<file path="src/rtl/dmem_arbiter.sv">
// Data-memory arbiter: shares the single-port data memory between the MEM stage (P) and the loader (L).
// Build option DMEM_ARB_ROUND_ROBIN_EN replaces the starvation counter with round-robin arbitration.
module dmem_arbiter #(
    parameter int ADDR_W       = 10,
    parameter int DATA_W       = 32,
    parameter int STARVE_LIMIT = 8
) (
    input  logic              clk,
    input  logic              rst,
    input  logic              p_req,
    input  logic              p_we,
    input  logic [ADDR_W-1:0] p_addr,
    input  logic [DATA_W-1:0] p_wdata,
    output logic              p_stall,
    output logic              p_rvalid,
    output logic [DATA_W-1:0] p_rdata,
    input  logic              l_req,
    input  logic              l_we,
    input  logic [ADDR_W-1:0] l_addr,
    input  logic [DATA_W-1:0] l_wdata,
    output logic              l_gnt,
    output logic              l_rvalid,
    output logic [DATA_W-1:0] l_rdata,
    output logic              mem_en,
    output logic              mem_we,
    output logic [ADDR_W-1:0] mem_addr,
    output logic [DATA_W-1:0] mem_wdata,
    input  logic [DATA_W-1:0] mem_rdata
);

    logic              grant_p;
    logic              grant_l;
    logic              any_grant;
    logic              win_we;
    logic [ADDR_W-1:0] win_addr;
    logic [DATA_W-1:0] win_wdata;
    logic              cmd_own;
    logic              tag_v;
    logic              tag_own;

`ifdef DMEM_ARB_ROUND_ROBIN_EN

    logic last_owner;

    // Contended cycles go to whichever port did not win last time.
    always_comb begin
        grant_l = l_req & (~p_req | ~last_owner);
        grant_p = p_req & ~grant_l;
    end

    // Remember the owner of every grant (0 = P, 1 = L).
    always_ff @(posedge clk or negedge rst) begin
        if (!rst) begin
            last_owner <= 1'b0;
        end else if (grant_p | grant_l) begin
            last_owner <= grant_l;
        end
    end

`else

    localparam logic [7:0] STARVE_MAX = 8'(STARVE_LIMIT);

    logic [7:0] starve_cnt;
    logic       force_l;

    // P wins by default; L is pushed through once it has waited long enough.
    always_comb begin
        force_l = (starve_cnt == STARVE_MAX) & l_req;
        grant_l = force_l | (l_req & ~p_req);
        grant_p = p_req & ~grant_l;
    end

    // Count consecutive denied L cycles, saturating at the limit.
    always_ff @(posedge clk or negedge rst) begin
        if (!rst) begin
            starve_cnt <= 8'd0;
        end else if (!l_req || grant_l) begin
            starve_cnt <= 8'd0;
        end else if (starve_cnt != STARVE_MAX) begin
            starve_cnt <= starve_cnt + 8'd1;
        end
    end

`endif

    // Select the winning requester's command fields.
    always_comb begin
        any_grant = grant_p | grant_l;
        win_we    = 1'b0;
        win_addr  = p_addr;
        win_wdata = p_wdata;
        unique case (1'b1)
            grant_l: begin
                win_we    = l_we;
                win_addr  = l_addr;
                win_wdata = l_wdata;
            end
            grant_p: begin
                win_we    = p_we;
                win_addr  = p_addr;
                win_wdata = p_wdata;
            end
            default: begin
                win_we    = 1'b0;
            end
        endcase
    end

    // Register the granted command; address and data hold when idle.
    always_ff @(posedge clk or negedge rst) begin
        if (!rst) begin
            mem_en    <= 1'b0;
            mem_we    <= 1'b0;
            mem_addr  <= '0;
            mem_wdata <= '0;
            cmd_own   <= 1'b0;
        end else if (any_grant) begin
            mem_en    <= 1'b1;
            mem_we    <= win_we;
            mem_addr  <= win_addr;
            mem_wdata <= win_wdata;
            cmd_own   <= grant_l;
        end else begin
            mem_en    <= 1'b0;
            mem_we    <= 1'b0;
        end
    end

    // Track the owner of the read whose data the memory returns next cycle.
    always_ff @(posedge clk or negedge rst) begin
        if (!rst) begin
            tag_v   <= 1'b0;
            tag_own <= 1'b0;
        end else begin
            tag_v   <= mem_en & ~mem_we;
            tag_own <= cmd_own;
        end
    end

    assign l_gnt    = grant_l;
    assign p_stall  = p_req & ~grant_p;
    assign p_rvalid = tag_v & ~tag_own;
    assign l_rvalid = tag_v & tag_own;
    assign p_rdata  = mem_rdata;
    assign l_rdata  = mem_rdata;

endmodule

</file>
<file path="config.mk">
export PLATFORM = sky130hd
export DESIGN_NAME = dmem_arbiter
export DESIGN_NICKNAME = d
export VERILOG_FILES = /design/src/rtl/dmem_arbiter.sv
export SDC_FILE = /design/constraint.sdc
export NUM_CORES = 1
export LEC_CHECK = 0
export ABC_CLOCK_PERIOD_IN_PS = 4470
export CORE_MARGIN = 2
export CORE_UTILIZATION = 39
export CTS_CLUSTER_SIZE = 25
export DETAILED_ROUTE_END_ITERATION = 16
export PLACE_DENSITY = 0.89
export SYNTH_ARGS = -nofsm -noshare
export SYNTH_HDL_FRONTEND = slang
export SYNTH_SLANG_ARGS = --single-unit
</file>
<file path="constraint.sdc">
create_clock -name clk -period 4.47 [get_ports clk]
set_input_delay 0.447 -clock clk [delete_from_list [all_inputs] [get_ports clk]]
set_output_delay 0.447 -clock clk [all_outputs]
set_load 0.01 [all_outputs]
</file>
After elaboration in Yosys (flattened, before gate mapping)
Index checks and enable logic that the tools add are counted.
{"block": "totals", "register_bits": 55, "latch_bits": 0, "mem_bits_rw": 0, "rom_bits": 0, "input_bits": 122, "out_inout_bits": 112, "wordCells": 35, "n_memories": 0}
{"block": "classes", "addsub": 1, "n_mul": 0, "div_mod_pow": 0, "magnitude_cmp": 0, "n_eq_ne": 2, "shift": 0, "mux": 7, "n_bitwise": 14, "n_reduce_logical": 3}
{"operator": "$mux W32", "count": 1}
{"operator": "$mux W8", "count": 2}
{"operator": "$mux W10", "count": 1}
{"operator": "$add A8 B1 Y8 const B", "count": 1}
{"operator": "$eq A8 B4 Y1 const B", "count": 1}
{"operator": "$ne A8 B4 Y1 const B", "count": 1}
{"operator": "$and A1 B1 Y1", "count": 7}
{"operator": "$not A1 Y1", "count": 5}
{"operator": "$mux W1", "count": 2}
{"operator": "$or A1 B1 Y1", "count": 2}
{"operator": "$pmux W1 S2", "count": 1}
{"operator": "$reduce_bool A2 Y1", "count": 1}
{"operator": "$logic_not A1 Y1", "count": 1}
{"operator": "$logic_or A1 B1 Y1", "count": 1}

Longest topological paths before layout
Gate-level depths: netlist (run 1).
{"block": "depth", "depth_word": 7, "depth_mapped": 7, "ltp_nobuf": 5}

Worst setup path after synthesis (run 1)
OpenSTA, ideal clock, no wires.
{"block": "synth_path", "kind": "reg2out", "start": "reg starve_cnt[0]", "end": "out l_gnt", "t_arrival_ns": 1.587, "t_required_ns": 4.023, "setup_slack_ns": 2.436, "stages_incl_launch_ff": 8, "n_path_buf": 2, "cell_sequence": "dfrtp_1 > inv_1 > ha_1 > or4b_1 > buf_6 > a2bb2oi_4 > buf_6 > inv_1"}
{"block": "synth_via", "elab_chain_cells": 3}
{"element": "start, declared", "line": "64", "text": "logic [7:0] starve_cnt;"}
{"element": "start signal, assigned", "line": "81", "text": "starve_cnt <= starve_cnt + 8'd1;"}
{"element": "$eq A8 B4 Y1", "line": "69", "text": "force_l = (starve_cnt == STARVE_MAX) & l_req;"}
{"element": "$and A1 B1 Y1", "line": "69"}
{"element": "$or A1 B1 Y1", "line": "70", "text": "grant_l = force_l | (l_req & ~p_req);"}
{"element": "end, declared", "line": "21", "text": "output logic l_gnt,"}
Every way passes these cells.

Worst setup path in the final report (run 1)
Same ends and word-level chain as after synthesis.

==> metrics.txt, run 1 <==
status=finished, final reports clean; post-synthesis cell area=between 3000 and 4000 um2; FF+latch count, synth=55; Num CTS Buffers=5; total grt overflow=0; FF-to-FF End=mem_wdata[11]$_DFFE_PN0P_; Crit path buffers/inverters=3; Register-to-Register Path Depth=5; Hold Vio Cnt, Final=0; drt wl/cell=around 17 um; CTS Hold Bufs=0; clock buffer depth=2; Crit-path slowest cell=a2bb2oi_4; largest net degree at the start of global routing=56; Inserted Diodes=0; top cells by area, synth=dfrtp_1 (41%), buf_4 (14%), o221a_1 (13%); gr busiest metal=met2; drt drc=0; R2R setup slack=1.82 ns; library cells used by synthesis=33; largest fanout on the critical path=45; layout cells sized above 1=0.04521; Avg Inst Size Synth=10.79 um2; power share of the combinational group=0.280; setup tns final=0 ns; H-Tree Depth=2; WS Path Type=flip-flop to output pin; Cells after Synth=312; Slew headroom=0.2180; Cell Chain, Critical Path=inv_1 > ha_1 > or4b_1 > a2bb2oi_4 > inv_1 > clkdlybuf4s50_1; Vias/cell=roughly 5.3; P_sw=0.0003132 W; Multi-input gate area=1334 um2; via count=approximately 2600; Worst Setup End Kind=output pin; Synth Warn #=0; input/output buffers=137; PnR Total Power=0.001202 W; Tot GR Track Use=0.1694; worst vdd ir=roughly 0.00014 V; met1 usage=0.2017; CP Data Arrival Time=2.82 ns; Crit path required time=between 4 and 5 ns; num ports=234; Pre-Repair DR Iteration Count=6; Most common cell on crit path=inv_1; Syn-to-layout area delta=29.18%; cell-internal power=slightly below 0.0009 W; starting DRC count in detailed routing=98; syn nets=around 440; pins over their slew limit=0; hpwl dp=5.675 mm; Clk network pwr share=0.248; Antenna Nets Post-Route=0; first-pass GRT wire length=between 10 and 15 mm; fmax=between 300 and 400 MHz; worst r2r src=starve_cnt[0]$_DFFE_PN0P_; actual slew at the worst max-slew pin=1.169 ns; unrepaired setup endpoints after global routing=false; FP Rows=33; min Tclk post-route=between 3 and 4 ns; vias in the first global route=2654; total core area=8299 um2; gpl congestion=0.8136; CP Launch Type=flip-flop; antenna violations before repair=0; final setup fails=0; sw frac=0.2605; hold crit path type=input pin to asynchronous set/reset pin; clk sinks=55; top-area cell type share of the netlist area=0.4089; die area=9390 um2; clock latency on the worst-skew pair=0.30 ns; height of the die=about 97 um; post-CTS setup buffers=0; final wirelength=8.063 mm; Crit path max-delay family=compound AO/OA/AOI/OAI gates; register area share after synthesis=0.4089; final net count=between 400 and 500; grt met3 use=0.04697; Clock Skew=0.01123 ns; area leader, netlist=dfrtp_1; sequential cell area=1376 um2; clock-pin slew on the worst setup and hold paths=0.10 ns; CP max stage delay=0.88 ns; met2 Use GR=0.2986; initial core utilization=0.4055; Fillers=718; Chip Width=96.90 um; sequential share of power=0.472; clock root buffer=clkbuf_8; Static Leakage=1.816 nW; Pwr Density=276.5 nW/um2; max capacitance violation total=0; Final Cycle Share=0.7315; CTS tree=done; CTS resizes=0
-- worst register-to-register path, cell delays in order (launching register included) --
cell and delay, ns:
dfrtp_1 0.43, inv_1 0.08, ha_1 0.13, or4b_1 0.61, o21ai_4 0.96, o221a_1 0.38
-- final cells by class --
cell class / count / area share
clock buffer: 8 / 0.02302
timing repair buffer: 139 / 0.3165
inverter: 8 / 0.006906
sequential: 55 / 0.3165
multi-input combinational: 166 / 0.3068
tap: 105 / 0.03022
-- cells by family after synthesis --
kind of cell / count (synthesis) / share of synthesized area
adders and majority gates: 2 / 0.007434
and+or+nand+nor: 65 / 0.08625
muxes: 42 / 0.1249
AOI/OAI and AO/OA: 54 / 0.1699
DFF: 55 / 0.4089
xor gates and xnor gates: 3 / 0.007808
buffers and inverters: 91 / 0.1948
-- power by group through the flow --
stage / Clock [W] / Combinational, W / Sequential, W
floorplan: 0 / 0.000182 / 0.000593
global route: 0.000327 / 0.000361 / 0.000573
finish: 0.000298 / 0.000337 / 0.000567
global placement: 0 / 0.000330 / 0.000575
detailed placement: 0 / 0.000340 / 0.000576
CTS: 0.000314 / 0.000341 / 0.000568
-- Yosys cell counts, drive strengths merged --
| cell | count |
|---|---|
| or4bb | 1 |
| inv | 8 |
| or3b | 1 |
| ha | 2 |
| o22ai | 1 |
| nor2b | 2 |
| or4b | 1 |
| nor2 | 4 |
| o211ai | 1 |
| o21ai | 5 |
| nand2 | 45 |
| a21oi | 3 |
| o221a | 42 |
| nor4 | 1 |
| and2 | 1 |
| a2bb2oi | 1 |
| xnor2 | 2 |
| and3 | 1 |
| buf | 78 |
| nand4 | 1 |
| mux2i | 42 |
| nor3 | 1 |
| nand3 | 3 |
| xor2 | 1 |
| dfrtp | 55 |
| o21a | 1 |
| clkbuf | 5 |
| or3 | 3 |
-- cells in the final DEF, fill, tap and decap left out, types with 3 or more instances in the layout --
master,Yosys,layout
nor2_1,4,4
or3_1,3,3
nand2_1,45,45
mux2i_1,42,42
inv_1,7,7
o221a_1,40,40
clkdlybuf4s50_1,0,135
o21ai_0,4,4
clkbuf_8,0,7
a21oi_1,3,3
nand3_1,3,3
dfrtp_1,55,55
-- through the flow --
step                instances  setup WS [ns]  hold slack [ns]  utilization  area [um2]
floorplan                 312          2.436           0.1514            -        3366
finish                    481          1.200           0.2819       0.5239        4348
global route              481         0.9260           0.3311       0.5239        4348
detailed placement        473          1.276           0.3689       0.5118        4248
CTS                       481          1.122           0.3001       0.5239        4348
global placement          473          1.323           0.3595       0.5118        4248
-- registers in the layout, indices dropped and copies added, names as in the netlist --
signal,flops
tag_v,1
mem_en,1
cmd_own,1
mem_wdata,32
tag_own,1
mem_addr,10
starve_cnt,8
mem_we,1
-- layer usage --
layer | up-vias | share of wire
met4 | 0 | 0.011
met2 | 111 | 0.51
met5 | - | 0
met1 | 1249 | 0.41
li1 | 1184 | -
met3 | 19 | 0.068
-- how the worst max path moves through the flow --
stage	end	cells past startpoint	slack, ns	from
after floorplan	l_gnt	7	2.44	starve_cnt[0]$_DFFE_PN0P_
after global placement	l_gnt	5	1.32	l_req
after detailed placement	l_gnt	5	1.28	l_req
after CTS	l_gnt	6	1.12	starve_cnt[0]$_DFFE_PN0P_
after global routing	l_gnt	6	0.93	starve_cnt[0]$_DFFE_PN0P_
final	l_gnt	6	1.20	starve_cnt[0]$_DFFE_PN0P_
No activity file was read; power rests on OpenSTA's default activity.
==> run 2, diff against run 1 <==
ABC_CLOCK_PERIOD_IN_PS = 2800   (was 4470)
CORE_UTILIZATION = 32   (was 39)
PLACE_DENSITY = 0.78   (was 0.89)
clock period = 2.8 ns   (was 4.47 ns; I/O delays follow)
==> run 2 against run 1 <==
Effect of this change: the flow now finishes with violations (hold timing); via count increased by 0.90%; cell area rose by 1.8%; total power increased by 61%; setup slack worse by 1.0 ns; count of clock-buffer cells in the layout did not move; global-route usage is 2.3 points lower; combinational power up 62%; sequential power rose by 60%; critical path type unchanged; largest power group unchanged; highest routed layer unchanged.
==> metrics.txt, run 2 (synthesis results as in run 1) <==
H-Tree Depth=2; Hold Vio Cnt, Final=5; Vias/cell=5.002; Num CTS Buffers=5; max capacitance violation total=0; FF-to-FF End=mem_wdata[17]$_DFFE_PN0P_; Antenna Nets Post-Route=0; worst r2r src=starve_cnt[0]$_DFFE_PN0P_; Clock Skew=0.01079 ns; setup tns final=0 ns; final setup margin=0.1920 ns; total grt overflow=0; layout cells sized above 1=0.06037; WS Path Type=flip-flop to output pin; Largest regs=mem_wdata (32), mem_addr (10), starve_cnt (8); clk sinks=55; vias in the first global route=2695; final setup fails=0; drt wl/cell=approximately 16 um; via count=2586; largest net degree at the start of global routing=45; Pre-Repair DR Iteration Count=4; Reg with most FFs=mem_wdata; WHS=-0.004836 ns; unrepaired setup endpoints after global routing=false; actual slew at the worst max-slew pin=0.6680 ns; status=complete, but fails checks; CTS Hold Bufs=0; CP Launch Type=flip-flop; gpl congestion=0.7817; final wirelength=8.512 mm; num ports=234; Pwr Density=437.0 nW/um2; most frequent cells in the layout=clkdlybuf4s50_1 (135), dfrtp_1 (55), nand2_1 (45); sequential cell area=1376 um2; fmax=383.4 MHz; CP Capture Point=p_stall; drt drc=0; Static Leakage=1.840 nW; Worst Setup SP=starve_cnt[0]$_DFFE_PN0P_; Crit path required time=2.52 ns; violated checks=hold timing; Multi-input gate area=1338 um2; worst vdd ir=0.0002395 V; Register-to-Register Path Depth=6; pins over their slew limit=0; antenna violations before repair=0; Fillers=between 1000 and 1500; Slew headroom=0.5546; Worst Setup End Kind=output pin; height of the die=106.6 um; CP Data Arrival Time=2.33 ns; Chip Width=around 110 um; Final Cycle Share=0.9314; starting DRC count in detailed routing=99; Inserted Diodes=0; initial core utilization=0.3275; Syn-to-layout area delta=31.56%; clock root buffer=clkbuf_8; clock-pin slew on the worst setup and hold paths=0.10 ns; Tot GR Track Use=0.1460; hpwl dp=6.085 mm; min Tclk post-route=2.608 ns; first-pass GRT wire length=13.30 mm; max reg flops=32; input/output buffers=137; FP Rows=37; final net count=504; R2R setup slack=0.70 ns; largest fanout on the critical path=6; clock latency on the worst-skew pair=0.31 ns; Place WS=0.3734 ns; clock buffer depth=2; die area=11350 um2; total core area=roughly 10000 um2; CTS tree=done; hold crit path type=input pin to asynchronous set/reset pin; commonest non-fill, non-tap cell in the layout=clkdlybuf4s50_1
==> run 2: cell count changes in the layout (fill, tap and decap cells not counted) <==
cell    change
buf_4       +5
or4b_1      -1
or4b_4      +1
==> run 2: worst min-delay path by stage <==
stage,end,slack (ns),cells past startpoint,start
6_report,mem_wdata[15]$_DFFE_PN0P_,-0.005,1,rst
4_1_cts,mem_wdata[15]$_DFFE_PN0P_,0.02,1,rst
2_1_floorplan,cmd_own$_DFFE_PN0P_,-0.02,0,rst
5_1_grt,mem_wdata[12]$_DFFE_PN0P_,0.04,1,rst
3_3_place_gp,mem_wdata[12]$_DFFE_PN0P_,0.35,1,rst
3_5_place_dp,mem_wdata[15]$_DFFE_PN0P_,0.35,1,rst
==> run 2: final cells by class <==
cell class	count	area share
sequential	55	0.3108
tap	136	0.03843
clock buffer	8	0.02261
multi-input combinational	166	0.3021
inverter	8	0.006782
timing repair buffer	144	0.3193
==> run 2: worst max-delay path: stages (launching register included) <==
cell	delay, ns
dfrtp_1	0.44
inv_1	0.08
ha_1	0.13
or4b_4	0.53
nor4_1	0.27
clkdlybuf4s50_1	0.58
==> run 2: metrics by stage <==
stage	power, W	instance area, um2	cells	utilization	hold slack, ns
after CTS	0.001960	4424	517	0.4305	0.02044
after global placement	0.001457	4324	509	0.4207	0.3531
after detailed placement	0.001470	4324	509	0.4207	0.3542
after global routing	0.002040	4428	517	0.4309	0.03678
after floorplan	0.001237	3366	312	-	-0.01559
final	0.001935	4428	517	0.4309	-0.004836
==> run 2: power by group <==
part,switching (W),internal (W)
sequential,0.0000425,0.000864
clock,0.000257,0.000227
combinational,0.000212,0.000333
==> run 2: repair_timing <==
item,4_1_cts,5_1_grt
setup endpoints to repair,0,1
buffers inserted,0,0
resized for setup,0,1
==> run 2: metal layers <==
metal	wire, um	track usage	vias to the layer above
met5	0	0	-
met4	188	0.05659	0
met3	609	0.03127	34
met2	4270	0.2633	106
met1	3444	0.1682	1256
li1	-	-	1190
